--- src/rtl/ejector.sv ---
// Ejection stage of the deflection router: registers the four link flits and
// removes at most one flit addressed to this node into a small ejection FIFO.
module ejector #(
    parameter logic [2:0] MY_ROW = 3'd4,
    parameter logic [2:0] MY_COL = 3'd4,
    parameter int         DEPTH  = 4
) (
    input  logic                   clk,
    input  logic                   rst,
    input  logic [9:0]             northad,
    input  logic [9:0]             southad,
    input  logic [9:0]             eastad,
    input  logic [9:0]             westad,
    input  logic                   n_vld,
    input  logic                   s_vld,
    input  logic                   e_vld,
    input  logic                   w_vld,
    output logic [9:0]             nad,
    output logic [9:0]             sad,
    output logic [9:0]             ead,
    output logic [9:0]             wad,
    output logic                   nad_vld,
    output logic                   sad_vld,
    output logic                   ead_vld,
    output logic                   wad_vld,
    output logic [9:0]             ej_flit,
    output logic                   ej_vld,
    input  logic                   ej_rdy,
    output logic [$clog2(DEPTH):0] ej_count,
    output logic [15:0]            ej_total
);

    localparam int              AW       = $clog2(DEPTH);
    localparam logic [AW:0]     FULL_CNT = (AW + 1)'(DEPTH);

    // Channel index order doubles as tie-break priority: 0 E, 1 W, 2 N, 3 S.
    logic [9:0]    in_flit [4];
    logic [3:0]    in_vld;

    logic [9:0]    ch_flit_q [4];
    logic [9:0]    ch_flit_d [4];
    logic [3:0]    ch_vld_q;
    logic [3:0]    ch_vld_d;

    logic [9:0]    mem_q [DEPTH];
    logic [AW-1:0] wr_ptr_q, wr_ptr_d;
    logic [AW-1:0] rd_ptr_q, rd_ptr_d;
    logic [AW:0]   count_q, count_d;
    logic [15:0]   total_q, total_d;

    logic [3:0]    eject_ok;
    logic [3:0]    gold_ok;
    logic [3:0]    cand;
    logic [1:0]    win_idx;
    logic          win_vld;
    logic          push;
    logic          pop;
    logic [9:0]    push_flit;

    assign in_flit[0] = eastad;
    assign in_flit[1] = westad;
    assign in_flit[2] = northad;
    assign in_flit[3] = southad;
    assign in_vld     = {s_vld, n_vld, w_vld, e_vld};

    always_comb begin
        eject_ok = '0;
        gold_ok  = '0;
        win_idx  = '0;
        win_vld  = 1'b0;
        for (int i = 0; i < 4; i++) begin
            eject_ok[i] = in_vld[i] && (in_flit[i][5:3] == MY_ROW)
                                    && (in_flit[i][2:0] == MY_COL);
            gold_ok[i]  = eject_ok[i] && in_flit[i][9];
        end
        cand = (gold_ok != '0) ? gold_ok : eject_ok;
        for (int i = 3; i >= 0; i--) begin
            if (cand[i]) begin
                win_idx = 2'(i);
                win_vld = 1'b1;
            end
        end
    end

    // Fullness is judged on the registered count only, keeping ej_rdy off the push path.
    assign push      = win_vld && (count_q < FULL_CNT);
    assign push_flit = in_flit[win_idx];
    assign ej_vld    = (count_q != '0);
    assign pop       = ej_vld && ej_rdy;

    always_comb begin
        for (int i = 0; i < 4; i++) begin
            ch_vld_d[i]  = in_vld[i];
            ch_flit_d[i] = in_vld[i] ? in_flit[i] : 10'd0;
            if (push && (win_idx == 2'(i))) begin
                ch_vld_d[i]  = 1'b0;
                ch_flit_d[i] = 10'd0;
            end
        end

        wr_ptr_d = push ? wr_ptr_q + 1'b1 : wr_ptr_q;
        rd_ptr_d = pop  ? rd_ptr_q + 1'b1 : rd_ptr_q;
        total_d  = push ? total_q + 16'd1 : total_q;

        case ({push, pop})
            2'b10:   count_d = count_q + 1'b1;
            2'b01:   count_d = count_q - 1'b1;
            default: count_d = count_q;
        endcase
    end

    always_ff @(posedge clk or posedge rst) begin
        if (rst) begin
            for (int i = 0; i < 4; i++) ch_flit_q[i] <= 10'd0;
            ch_vld_q <= '0;
            wr_ptr_q <= '0;
            rd_ptr_q <= '0;
            count_q  <= '0;
            total_q  <= '0;
        end else begin
            for (int i = 0; i < 4; i++) ch_flit_q[i] <= ch_flit_d[i];
            ch_vld_q <= ch_vld_d;
            wr_ptr_q <= wr_ptr_d;
            rd_ptr_q <= rd_ptr_d;
            count_q  <= count_d;
            total_q  <= total_d;
        end
    end

    // NOTE: FIFO storage has no reset; stale entries are never visible because ej_vld gates the head.
    always_ff @(posedge clk) begin
        if (push) mem_q[wr_ptr_q] <= push_flit;
    end

    assign ead      = ch_flit_q[0];
    assign wad      = ch_flit_q[1];
    assign nad      = ch_flit_q[2];
    assign sad      = ch_flit_q[3];
    assign ead_vld  = ch_vld_q[0];
    assign wad_vld  = ch_vld_q[1];
    assign nad_vld  = ch_vld_q[2];
    assign sad_vld  = ch_vld_q[3];
    assign ej_flit  = mem_q[rd_ptr_q];
    assign ej_count = count_q;
    assign ej_total = total_q;

endmodule

--- config.mk ---
export PLATFORM = sky130hd
export DESIGN_NAME = ejector
export DESIGN_NICKNAME = d
export VERILOG_FILES = /design/src/rtl/ejector.sv
export SDC_FILE = /design/constraint.sdc
export NUM_CORES = 1
export LEC_CHECK = 0
export BUFFER_PORTS_ARGS = -buffer_cell sky130_fd_sc_hd__buf_2
export CORE_AREA = 5 5 101 122
export DETAILED_ROUTE_END_ITERATION = 12
export DIE_AREA = 0 0 106 127
export PLACE_DENSITY = 0.67
export SKIP_CTS_REPAIR_TIMING = 1
export SLEW_MARGIN = 20
export SYNTH_ARGS = -nofsm -noshare
export SYNTH_HDL_FRONTEND = slang
export SYNTH_SLANG_ARGS = --single-unit
--- constraint.sdc ---
create_clock -name clk -period 2.52 [get_ports clk]
set_clock_uncertainty 0.1 [all_clocks]
set_input_delay 0.252 -clock clk [delete_from_list [all_inputs] [get_ports clk]]
set_output_delay 0.252 -clock clk [all_outputs]
set_load 0.005 [all_outputs]
# After elaboration in Yosys (flattened, before gate mapping)
# Memories as Yosys holds them, arrays and structs flattened.
# Index checks and enable logic that the tools add are counted.
# op_classes
addsub	5
n_mul	0
div	0
order_cmp	2
n_eq_ne	13
shifts	0
n_mux	27
bitwise	1
n_reduce_logical	22
# op_table
operator	n
$mux 10	10
$eq 3x3->1 const B	8
$bmux 10 s2	1
$logic_and 1x1->1	18
$add 16x1->16 const B	1
$mux 1	10
$mux 2	4
$eq 2x2->1 const B	3
$pmux 3 s2	1
$add 2x1->2 const B	2
$eq 2x1->1 const B	2
$mux 4	1
$reduce_bool 4->1	1
$add 3x1->3 const B	1
$ge 3x3->1 const B	1
$lt 3x3->1 const B	1
$not 2->3	1
$reduce_bool 3->1	1
$sub 3x1->3 const B	1
$logic_not 2->1	1
$reduce_bool 2->1	1
# word_totals
reg_bits	67
latch_bits	0
ramBits	40
mem_bits_ro	0
inputBits	47
out_inout_bits	74
elab_cells	80
n_memories	1
# mem_list
memory	words	width	rd	rd_ports_with_merged_regs	write_ports	line	rtl
mem_q	4	10	1	0	1	45	logic [9:0] mem_q [DEPTH];

# Logic depth before layout (Yosys ltp)
# Gate-level depths: netlist (run 1).
# logic_depth
depth_word	14
ltp_mapped	14
ltp_nobuf	12

# Worst setup path after synthesis (run 1)
# No wires, ideal clock.
# synth_timing
path_kind	input port to flip-flop
from	input port westad[3]
to	register count_q[2], in the netlist ej_count[2]
setup_time_ns	0.079
arrival_ns	2.654
required_time_ns	2.341
setup_slack_ns	-0.313
stages	14
path_buffers	2
cell_sequence	nand4b_1 or4_4 a21oi_1 o22ai_1 o21ba_1 buf_6 buf_6 inv_2 ha_1 inv_1 fa_1 xor2_1 nor2_1 xor2_1
# synth_between
elab_chain_cells	13
elab_cells_between_ends	15
cone_classes	3 x eq/ne; 6 x mux; 6 x reduce/logical
# synth_rtl
element	line	rtl
start: declaration	13	input logic [9:0] westad,
$eq 3x3->1 *	72	eject_ok[i] = in_vld[i] && (in_flit[i][5:3] == MY_ROW)
$logic_and 1x1->1 *	72	
$logic_and 1x1->1 *	73	&& (in_flit[i][2:0] == MY_COL);
$logic_and 1x1->1	74	gold_ok[i] = eject_ok[i] && in_flit[i][9];
$reduce_bool 4->1	76	cand = (gold_ok != '0) ? gold_ok : eject_ok;
$mux 4 *	76	
$mux 1 (3 in a row)	78	if (cand[i]) begin
$mux 1 *	78	
$logic_and 1x1->1 *	86	assign push = win_vld && (count_q < FULL_CNT);
$eq 2x1->1 or $eq 2x2->1 (tied branches)	105	case ({push, pop})
$pmux 3 s2 or $reduce_bool 2->1 (tied branches)	--	
end signal: assignment	125	count_q <= count_d;
end: declaration	48	logic [AW:0] count_q, count_d;
# Mark *: on every way between the ends. The rest lies on a longest branch, timed or not.
# A chain may end at the register's enable or synchronous reset.

# Worst setup path after layout (run 1)
# Ends and elaborated chain as after synthesis.

==> out/metrics.sh, run 1 <==
ANT_NETS=0
HP-START='northad[5]'
GLOBALROUTEOVERFLOWTOTAL=0
GRTUSAGETOTAL=0.1571
TRITONCTS='done'
REGTOREGSETUPSLACK_NS=0.51
WORST-ENDPOINT-REQUIRED_NS=2.69
FIRSTDRTPASSITERS=4
DIE_HEIGHT_UM=127
START_UTIL=0.3922
WORST_SETUP_HOLD_PATH_CLK_SLEW_NS=0.07
TIMING.FINAL.CRIT_PERIOD_NS=2.414
TIMING.MAX_SLEW.REL_SLACK=0.5016
START_KIND='input pin'
CRITICAL_PATH.TOP_DELAY_FAMILY='simple AND/OR/NAND/NOR gates'
CORE_AREA_UM2=10930
NUM_CTS_BUFFERS=9
CTS_MAX_PATH_BUFFERS=2
HALF_PERIMETER_WIRE_LENGTH_OF_THE_DETAILED_PLACEMENT_RESULT_UM=7831
CP_DATA_ARRIVAL_TIME_NS=2.58
POWER.LEAKAGE_nW=2.581
OUTCOME='completed'
TIMING.RR.END='ej_count[2]$_DFFE_PP0P_'
POST_ROUTE_HOLD_SLACK_NS=0.02448
CPMAXSTAGEDELAYCELL='sky130_fd_sc_hd__or4_4'
POWER.DENSITY_nW_PER_UM2=754.7
CRITPATHCAPTURETYPE='flop'
TIGHTEST_SLEW_NS=0.7409
WL_PER_CELL_UM=17.10
SYN_NETS=347
WORST_R2R_STARTPOINT='ej_count[1]$_DFFE_PP0P_'
MAXIMUM_NUMBER_OF_PINS_ON_ONE_NET_BEFORE_GLOBAL_ROUTE_REPAIR=28
FINAL-SEQ-AREA_UM2=2878
YOSYSSEQAREASHARE=0.6713
RSZ0062_AT_GRT='no'
CTS_SINKS=107
HOLDPATHEND='nad[5]$_DFF_PP0_'
SETUP_VIOL=0
POSTSYNTHCELLCOUNT=293
FINAL_NETS=507
AVGSYNTHCELLAREA_UM2=14.63
WORSTPATHBUFFERINVERTERCOUNT=3
CP_CELL_SEQUENCE='buf_2, nand4b_1, or4_4, a21oi_2, o22ai_2, o21ba_2, inv_4, ha_4, inv_2, fa_2, xor2_1, nor2_1, xor2_1'
PATH_CLASS='in2reg'
REPORT.FINAL.SLEW_VIOL_COUNT=0
FMAX_MHz=414.2
FINALWIRELENGTH_UM=10090
CRITICAL-PATH-TOP-CELL-BY-COUNT='sky130_fd_sc_hd__xor2_1'
SYNTH_ENABLE_FLOP_CELLS=40
HOLD_PATH_CELLS=2
CLOCK_LATENCY_LATE_SINK_NS=0.34
FINALCRITPERIODSHARE=0.9580
HTREE_NUM_LEVELS=3
RR_WORST_DEPTH=8
DRIVE_ABOVE_1_SHARE=0.4258
IR_DROP_uV=342.5
DIE-WIDTH_UM=106
MIN-DELAY-PATH-CLASS='in2reg'
WIRE_LENGTH_OF_THE_FIRST_GLOBAL_ROUTING_PASS_UM=16330
SYN-CELL-AREA_UM2=4287
NUM_IO_PINS=121
YS_SEQ_ELEMENTS=107
AREA_DELTA_SYNTH_FINAL_PCT=31.14
SYNTHFLOPTYPE='sky130_fd_sc_hd__dfrtp_1'
DETAIL_ROUTE.DRC_VIOLATIONS=0
ROOT_BUFFER='sky130_fd_sc_hd__clkbuf_16'
FINAL-HOLD-VIOLATION-COUNT=0
DRV_CAP=0
DRT-VIAS-PER-INSTANCE=4.947
MULTI_INPUT_AREA_UM2=1365
GRT_PASS1_VIAS=3148
FIRST_ITER_VIOLATIONS=116
SYNTH_WARN=0
WORSTPATHMAXFANOUT=5
DIE-AREA_UM2=13460
ANTENNA_FOUND_INITIAL=0
GLOBALPLACE.CONGESTION=0.8033
YOSYS.CELL_TYPES.COUNT=40
FINAL.FILL_COUNT=988
FRACTION_OF_SYNTHESIS_FLOPS_USING_AN_ASYNCHRONOUS_SET_OR_RESET_PIN=0.6262
DR_TOTAL_VIAS=2919
FP-ROW-COUNT=42
CP_SLOWEST_STAGE_DELAY_NS=0.58
DESIGN_POWER_TOTAL_mW=4.243
PORT_BUFFER_COUNT=120
INSERTEDDIODECOUNT=0
-- how the worst max path moves through the flow --
stage	endpoint	from	depth (start not counted)	slack, ns
after floorplan	ej_count[2]$_DFFE_PP0P_	westad[3]	14	-0.25
after global placement	ej_count[2]$_DFFE_PP0P_	westad[3]	13	-0.20
after detailed placement	ej_count[2]$_DFFE_PP0P_	northad[3]	13	-0.28
after CTS	ej_count[2]$_DFFE_PP0P_	northad[3]	13	0.08
after global routing	ej_count[2]$_DFFE_PP0P_	eastad[0]	14	0.003
final	ej_count[2]$_DFFE_PP0P_	westad[3]	13	0.11
-- layer usage --
layer  GRT usage  up-vias  routed length (µm)
li1            -     1371                   -
met2      0.2774       85                5380
met4     0.05335        0                 184
met5           0        -                   0
met1      0.1886     1451                3994
met3     0.03784       12                 529
-- stage by stage --
stage | instances | worst slack, ns | cell area [µm²] | utilization | TNS (ns)
floorplan | 293 | -0.2516 | 4318 | - | -0.3896
global placement | 573 | -0.1990 | 5319 | 0.4866 | -5.026
detailed placement | 573 | -0.2763 | 5319 | 0.4866 | -7.658
CTS | 589 | 0.08274 | 5602 | 0.5125 | 0
global route | 590 | 0.003045 | 5622 | 0.5143 | 0
finish | 590 | 0.1060 | 5622 | 0.5143 | 0
-- report_power, final --
group          internal [mW]  switching [mW]
logic                  0.468           0.393
clock network          0.684           0.644
registers               1.93           0.127
total                   3.08            1.16
-- registers in the layout (all words and copies together) (netlist names) --
| register | flops |
|---|---|
| ead | 10 |
| ch_vld_q | 4 |
| sad | 10 |
| ej_total | 16 |
| mem_q | 40 |
| wad | 10 |
| rd_ptr_q | 2 |
| wr_ptr_q | 2 |
| ej_count | 3 |
| nad | 10 |
-- cell families (layout without fill, tap and decap cells) --
kind of cell / count (synthesis) / count (layout) / share of synthesized area
AND/OR/NAND/NOR: 101 / 101 / 0.1407
flip-flops: 107 / 107 / 0.6713
buffers and inverters: 16 / 181 / 0.01926
AO/OA/AOI/OAI: 29 / 29 / 0.04612
adder cells (fa/ha/maj): 7 / 7 / 0.02218
multiplexers: 12 / 12 / 0.05750
XOR/XNOR: 21 / 21 / 0.04291
-- layout make-up --
class | instances | share of cell area
Clock inverter | 7 | 0.01024
Multi-Input combinational cell | 170 | 0.2428
Clock buffer | 9 | 0.04006
Inverter | 10 | 0.007122
Sequential cell | 107 | 0.5119
Tap cell | 132 | 0.02938
Timing Repair Buffer | 155 | 0.1585
-- cell usage in the layout (no fill, tap or decap), types with 6 or more instances in the layout --
cell type / n
sky130_fd_sc_hd__nand3_1: 9
sky130_fd_sc_hd__edfxtp_1: 40
sky130_fd_sc_hd__nand2_1: 9
sky130_fd_sc_hd__mux4_2: 10
sky130_fd_sc_hd__nor2_1: 9
sky130_fd_sc_hd__nand4_1: 8
sky130_fd_sc_hd__xnor2_1: 18
sky130_fd_sc_hd__buf_2: 120
sky130_fd_sc_hd__o21ai_0: 6
sky130_fd_sc_hd__and2_1: 48
sky130_fd_sc_hd__dfrtp_1: 67
sky130_fd_sc_hd__a22oi_1: 6
sky130_fd_sc_hd__clkbuf_16: 9
sky130_fd_sc_hd__buf_4: 32
sky130_fd_sc_hd__inv_1: 7
-- cell usage after synthesis, types with 3 or more instances --
master / n / area, µm²
sky130_fd_sc_hd__nand4_1: 8 / 50.05
sky130_fd_sc_hd__buf_6: 3 / 33.78
sky130_fd_sc_hd__and2_1: 48 / 300.3
sky130_fd_sc_hd__nor2_1: 9 / 33.78
sky130_fd_sc_hd__o21ai_0: 6 / 30.03
sky130_fd_sc_hd__and3_1: 5 / 31.28
sky130_fd_sc_hd__mux4_2: 10 / 225.2
sky130_fd_sc_hd__inv_1: 9 / 33.78
sky130_fd_sc_hd__xor2_1: 3 / 26.28
sky130_fd_sc_hd__ha_1: 6 / 75.07
sky130_fd_sc_hd__a22oi_1: 6 / 45.04
sky130_fd_sc_hd__edfxtp_1: 40 / 1201
sky130_fd_sc_hd__nand3_1: 9 / 45.04
sky130_fd_sc_hd__xnor2_1: 18 / 157.7
sky130_fd_sc_hd__a21oi_1: 6 / 30.03
sky130_fd_sc_hd__nand2_1: 9 / 33.78
sky130_fd_sc_hd__dfrtp_1: 67 / 1677
Note: power is estimated with default switching activity, not from simulation.
==> run 2: changes to the inputs <==
==> constraint.sdc (replaced) <==
create_clock -name clk -period 2.52 [get_ports clk]
set_clock_uncertainty 0.1 [all_clocks]
set_input_delay 0.126 -clock clk [delete_from_list [all_inputs] [get_ports clk]]
set_output_delay 0.126 -clock clk [all_outputs]
set_load 0.005 [all_outputs]
==> out/metrics.sh, run 2 (synthesis results as in run 1) <==
WL_PER_CELL_UM=16.77
WORST_SETUP_PATH_STARTPOINT='southad[9]'
FIRST_ITER_VIOLATIONS=99
DR_TOTAL_VIAS=3084
ANTENNA_FOUND_INITIAL=0
CRITICAL_PATH.TOP_DELAY_FAMILY='buffers and inverters'
CP_SLOWEST_STAGE_DELAY_NS=0.52
REGTOREGSETUPSLACK_NS=0.49
TIMING.MAX_SLEW.REL_SLACK=0.4969
ANT_NETS=0
POWER.LEAKAGE_nW=2.735
CLOCKPOWERSHARE=0.306
TIMING.FINAL.CRIT_PERIOD_NS=2.352
WORSTPATHBUFFERINVERTERCOUNT=4
IR_DROP_uV=389.3
RR_WORST_DEPTH=6
MOSTFREQUENTLAYOUTCELL='sky130_fd_sc_hd__buf_2'
POWER.DENSITY_nW_PER_UM2=715.0
SWITCHINGPOWER_mW=1.163
HTREE_NUM_LEVELS=3
PORT_BUFFER_COUNT=120
DRV_CAP=0
DIE-WIDTH_UM=106
CP_DATA_ARRIVAL_TIME_NS=2.52
FINAL_NETS=541
DRIVE_ABOVE_1_SHARE=0.3720
CTS_SINKS=107
REPORT.FINAL.SLEW_VIOL_COUNT=0
COMBPWRFRAC=0.208
DESIGN_POWER_TOTAL_mW=4.269
HALF_PERIMETER_WIRE_LENGTH_OF_THE_DETAILED_PLACEMENT_RESULT_UM=7689
AREA_DELTA_SYNTH_FINAL_PCT=39.29
MAXIMUM_NUMBER_OF_PINS_ON_ONE_NET_BEFORE_GLOBAL_ROUTE_REPAIR=36
CRITICAL-PATH-TOP-CELL-BY-COUNT='sky130_fd_sc_hd__xor2_1'
FMAX_MHz=425.2
DIE-AREA_UM2=13460
LARGEST_REGISTER='mem_q'
WORST_SETUP_HOLD_PATH_CLK_SLEW_NS=0.07
CTS_MAX_PATH_BUFFERS=2
FINALWIRELENGTH_UM=10470
START_UTIL=0.3922
PATH_CLASS='in2reg'
DIE_HEIGHT_UM=127
SETUP_VIOL=0
GLOBALROUTEOVERFLOWTOTAL=0
SEQ_POWER_SHARE=0.487
CRIT_PATH_END='ej_count[2]$_DFFE_PP0P_'
DPL.CELL_COUNT=564
OUTCOME='completed'
INSERTEDDIODECOUNT=0
WIRE_LENGTH_OF_THE_FIRST_GLOBAL_ROUTING_PASS_UM=15720
NUM_IO_PINS=121
CRITPATHCAPTURETYPE='flop'
RSZ0062_AT_GRT='no'
WORST-ENDPOINT-REQUIRED_NS=2.69
MOST-COMMON-LAYOUT-CELLS='sky130_fd_sc_hd__buf_2 (120), sky130_fd_sc_hd__dfrtp_1 (67), sky130_fd_sc_hd__and2_1 (48), sky130_fd_sc_hd__dlygate4sd3_1 (44), sky130_fd_sc_hd__edfxtp_1 (40)'
FINAL-HOLD-VIOLATION-COUNT=0
INTPOWER_mW=3.106
CP_CELL_SEQUENCE='dlygate4sd3_1, buf_2, nand4_1, a21oi_1, o22ai_1, o21ba_1, inv_4, ha_4, inv_2, fa_2, xor2_1, nor2_1, xor2_1'
CLOCK_LATENCY_LATE_SINK_NS=0.34
WORSTPATHMAXFANOUT=4
TIMING.RR.END='ej_count[1]$_DFFE_PP0P_'
TIGHTEST_SLEW_NS=0.7535
POWER.SWITCHING_FRACTION=0.2725
GRTUSAGETOTAL=0.1518
DETAIL_ROUTE.DRC_VIOLATIONS=0
FIRSTDRTPASSITERS=4
DRT-VIAS-PER-INSTANCE=4.942
GRT_PASS1_VIAS=3024
TIMING.CRITICAL_PATH.DEPTH=13
TRITONCTS='done'
START_KIND='input pin'
CORE_AREA_UM2=10930
FP-ROW-COUNT=42
POST_ROUTE_HOLD_SLACK_NS=0.02082
GLOBALPLACE.CONGESTION=0.7827
FINALCRITPERIODSHARE=0.9334
MIN-DELAY-PATH-CLASS='in2reg'
FINAL_CELLS=624
LARGEST_REGISTER_FF_COUNT=40
NUM_CTS_BUFFERS=9
ROOT_BUFFER='sky130_fd_sc_hd__clkbuf_16'
CPMAXSTAGEDELAYCELL='sky130_fd_sc_hd__dlygate4sd3_1'
POSTLAYOUTCOREUTIL=0.5462
WORST_R2R_STARTPOINT='ej_count[1]$_DFFE_PP0P_'
## run 2: final cells by class
type	count	area, µm²
multi-input cells	170	1355
clock inverters	7	53.80
well taps	132	165.2
repair buffers	189	1254
clock buffers	9	225.2
inverters	10	40.04
flip-flops and latches	107	2878
fillers	932	4960
## run 2: per-stage QoR
step / setup slack (ns) / setup TNS (ns) / instance area [µm²]
after detailed placement: -0.1458 / -1.187 / 5251
after global routing: 0.02377 / 0 / 5971
final: 0.1679 / 0 / 5971
after CTS: 0.2130 / 0 / 5530
after global placement: -0.07019 / -0.07634 / 5251
after floorplan: -0.1256 / -0.1376 / 4318
## run 2: worst min path at each step
stage | cells after the start | slack (ns) | from | to
2_1_floorplan | 2 | 0.14 | n_vld | nad[2]$_DFF_PP0_
3_3_place_gp | 2 | 0.18 | rst | wad[5]$_DFF_PP0_
3_5_place_dp | 2 | 0.20 | rst | ch_vld_q[1]$_DFF_PP0_
4_1_cts | 2 | -0.18 | rst | wad[5]$_DFF_PP0_
5_1_grt | 2 | 0.007 | eastad[9] | ead[9]$_DFF_PP0_
6_report | 2 | 0.02 | eastad[9] | ead[9]$_DFF_PP0_
## run 2: layer usage
layer / up-vias / global-route usage / part of all wire
li1: 1434 / - / -
met1: 1543 / 0.1790 / 0.40
met2: 94 / 0.2714 / 0.53
met3: 13 / 0.03431 / 0.048
met4: 0 / 0.05488 / 0.019
met5: - / 0 / 0
## run 2: worst register-to-register path: cells and delay by family (launching register included)
kind,cells,cell delay (ns)
multiplexers,1,0.15
buffers and inverters,1,0.05
adder cells (fa/ha/maj),2,0.60
flip-flops,1,0.41
AND/OR/NAND/NOR,2,0.65
## run 2: power by group through the flow
stage          logic, mW  clock network [mW]  registers [mW]
6_report           0.886                1.30            2.08
5_1_grt            0.975                1.42            2.10
4_1_cts            0.850                1.34            2.09
3_5_place_dp       0.847                   0            2.12
3_3_place_gp       0.826                   0            2.11
2_1_floorplan      0.509                   0            2.05
==> run 3: changes to the inputs <==
Settings changed: PLACE_DENSITY 0.67 to not set, PLACE_DENSITY_LB_ADDON set to 0.25.
==> out/metrics.sh, run 3 (synthesis results as in run 1) <==
OUTCOME='completed'
DIE_HEIGHT_UM=127
SETUP_VIOL=0
CPMAXSTAGEDELAYCELL='sky130_fd_sc_hd__fa_2'
FINALWIRELENGTH_UM=10540
CORE_AREA_UM2=10930
FP-ROW-COUNT=42
TRITONCTS='done'
CRITICAL-PATH-TOP-CELL-BY-COUNT='sky130_fd_sc_hd__xor2_1'
REPORT.FINAL.SLEW_VIOL_COUNT=0
WL_PER_CELL_UM=16.95
POWER.LEAKAGE_nW=2.728
CP_SLOWEST_STAGE_DELAY_NS=0.32
TIMING.FINAL.CRIT_PERIOD_NS=2.353
HTREE_NUM_LEVELS=3
HALF_PERIMETER_WIRE_LENGTH_OF_THE_DETAILED_PLACEMENT_RESULT_UM=7571
CP_CELL_SEQUENCE='buf_2, nor4bb_1, buf_4, nand4_1, a21oi_2, o22ai_1, o21ba_1, inv_4, ha_4, inv_2, fa_2, xor2_1, nor2_1, xor2_1'
ROOT_BUFFER='sky130_fd_sc_hd__clkbuf_16'
HOLDPATHEND='ead[1]$_DFF_PP0_'
TIMING.MAX_SLEW.REL_SLACK=0.6258
DRIVE_ABOVE_1_SHARE=0.3714
CP_DATA_ARRIVAL_TIME_NS=2.51
START_KIND='input pin'
WORST_R2R_STARTPOINT='ej_count[0]$_DFFE_PP0P_'
HP-START='eastad[1]'
GLOBALPLACE.CONGESTION=0.8266
TIMING.SETUP.TNS_NS=0
CTS_MAX_PATH_BUFFERS=2
REGTOREGSETUPSLACK_NS=0.46
POSTLAYOUTCOREUTIL=0.5450
DETAILEDPLACE.WORSTSLACK_NS=-0.2091
MIN-DELAY-PATH-CLASS='in2reg'
MOST-COMMON-LAYOUT-CELLS='sky130_fd_sc_hd__buf_2 (120), sky130_fd_sc_hd__dfrtp_1 (67), sky130_fd_sc_hd__and2_1 (48), sky130_fd_sc_hd__dlygate4sd3_1 (43), sky130_fd_sc_hd__edfxtp_1 (40)'
POWER.DENSITY_nW_PER_UM2=732.7
DIE-WIDTH_UM=106
FIRST_ITER_VIOLATIONS=134
PORT_BUFFER_COUNT=120
RR_WORST_DEPTH=8
CRITPATHCAPTURETYPE='flop'
DRV_CAP=0
NUM_IO_PINS=121
ANT_NETS=0
MOSTFREQUENTLAYOUTCELL='sky130_fd_sc_hd__buf_2'
TIGHTEST_SLEW_NS=0.5593
NUM_CTS_BUFFERS=9
WORSTPATHBUFFERINVERTERCOUNT=4
START_UTIL=0.3922
DETAIL_ROUTE.DRC_VIOLATIONS=0
LARGEST_REGISTER_FF_COUNT=40
AREA_DELTA_SYNTH_FINAL_PCT=38.97
RSZ0062_AT_GRT='no'
IR_DROP_uV=320.7
CTS_SINKS=107
HOLD_PATH_CELLS=3
INSERTEDDIODECOUNT=0
WORST_SETUP_HOLD_PATH_CLK_SLEW_NS=0.07
ANTENNA_FOUND_INITIAL=0
PATH_CLASS='in2reg'
MAXIMUM_NUMBER_OF_PINS_ON_ONE_NET_BEFORE_GLOBAL_ROUTE_REPAIR=30
FMAX_MHz=425.0
GRT_PASS1_VIAS=3156
DRT-VIAS-PER-INSTANCE=4.971
GRTUSAGETOTAL=0.1584
WORSTPATHMAXFANOUT=5
WIRE_LENGTH_OF_THE_FIRST_GLOBAL_ROUTING_PASS_UM=16560
GLOBALROUTEOVERFLOWTOTAL=0
DIE-AREA_UM2=13460
TIMING.RR.END='ej_count[2]$_DFFE_PP0P_'
FINALCRITPERIODSHARE=0.9337
CLOCK_LATENCY_LATE_SINK_NS=0.34
WORST_SLACK_NS=0.1671
FINAL-HOLD-VIOLATION-COUNT=0
FIRSTDRTPASSITERS=4
CRITICAL_PATH.TOP_DELAY_FAMILY='simple AND/OR/NAND/NOR gates'
WORST-ENDPOINT-REQUIRED_NS=2.68
DR_TOTAL_VIAS=3092
FINAL_NETS=539
TIMING.CRITICAL_PATH.DEPTH=14
LARGEST_REGISTER='mem_q'
-- run 3: stage by stage --
step | hold WS (ns) | cells | power, mW | instance area, µm²
after global routing | 0.03310 | 622 | 4.630 | 5957
final | 0.01207 | 622 | 4.365 | 5957
after floorplan | 0.1362 | 293 | 2.554 | 4318
after detailed placement | 0.05038 | 563 | 2.966 | 5219
after global placement | 0.04556 | 563 | 2.934 | 5219
after CTS | -0.3196 | 579 | 4.377 | 5519
-- run 3: area by class of cell --
cell class | instances | area (µm²)
Inverter | 10 | 40.04
Fill cell | 933 | 4974
Clock buffer | 10 | 229.0
Sequential cell | 107 | 2878
Clock inverter | 6 | 71.32
Tap cell | 132 | 165.2
Timing Repair Buffer | 187 | 1211
Multi-Input combinational cell | 170 | 1363
-- run 3: how the worst max path moves through the flow --
stage	start	to	slack, ns
3_5_place_dp	southad[0]	ej_count[2]$_DFFE_PP0P_	-0.21
3_3_place_gp	westad[3]	ej_count[2]$_DFFE_PP0P_	-0.07
4_1_cts	southad[0]	ej_count[2]$_DFFE_PP0P_	0.14
2_1_floorplan	westad[3]	ej_count[2]$_DFFE_PP0P_	-0.13
6_report	southad[0]	ej_count[2]$_DFFE_PP0P_	0.17
5_1_grt	southad[0]	ej_count[2]$_DFFE_PP0P_	0.04
-- run 3: metal layers --
| layer | GRT usage | routed length [µm] |
|---|---|---|
| met3 | 0.03734 | 561 |
| met2 | 0.2673 | 5466 |
| met1 | 0.1989 | 4304 |
| met5 | 0 | 0 |
| met4 | 0.05945 | 210 |
-- run 3: power by group --
part           total [mW]  switching (mW)  leakage [nW]  internal [mW]
registers            2.04           0.113          1.22           1.93
clock network        1.41           0.630         0.147          0.782
logic               0.912           0.416          1.36          0.497
total                4.36            1.16          2.73           3.21
-- run 3: worst register-to-register path: stages, from the launching register on --
cell and delay, ns:
sky130_fd_sc_hd__dfrtp_1 0.42, sky130_fd_sc_hd__or3_1 0.41, sky130_fd_sc_hd__and2_1 0.25, sky130_fd_sc_hd__ha_4 0.19, sky130_fd_sc_hd__inv_2 0.05, sky130_fd_sc_hd__fa_2 0.18, sky130_fd_sc_hd__xor2_1 0.14, sky130_fd_sc_hd__nor2_1 0.07
sky130_fd_sc_hd__xor2_1 0.14
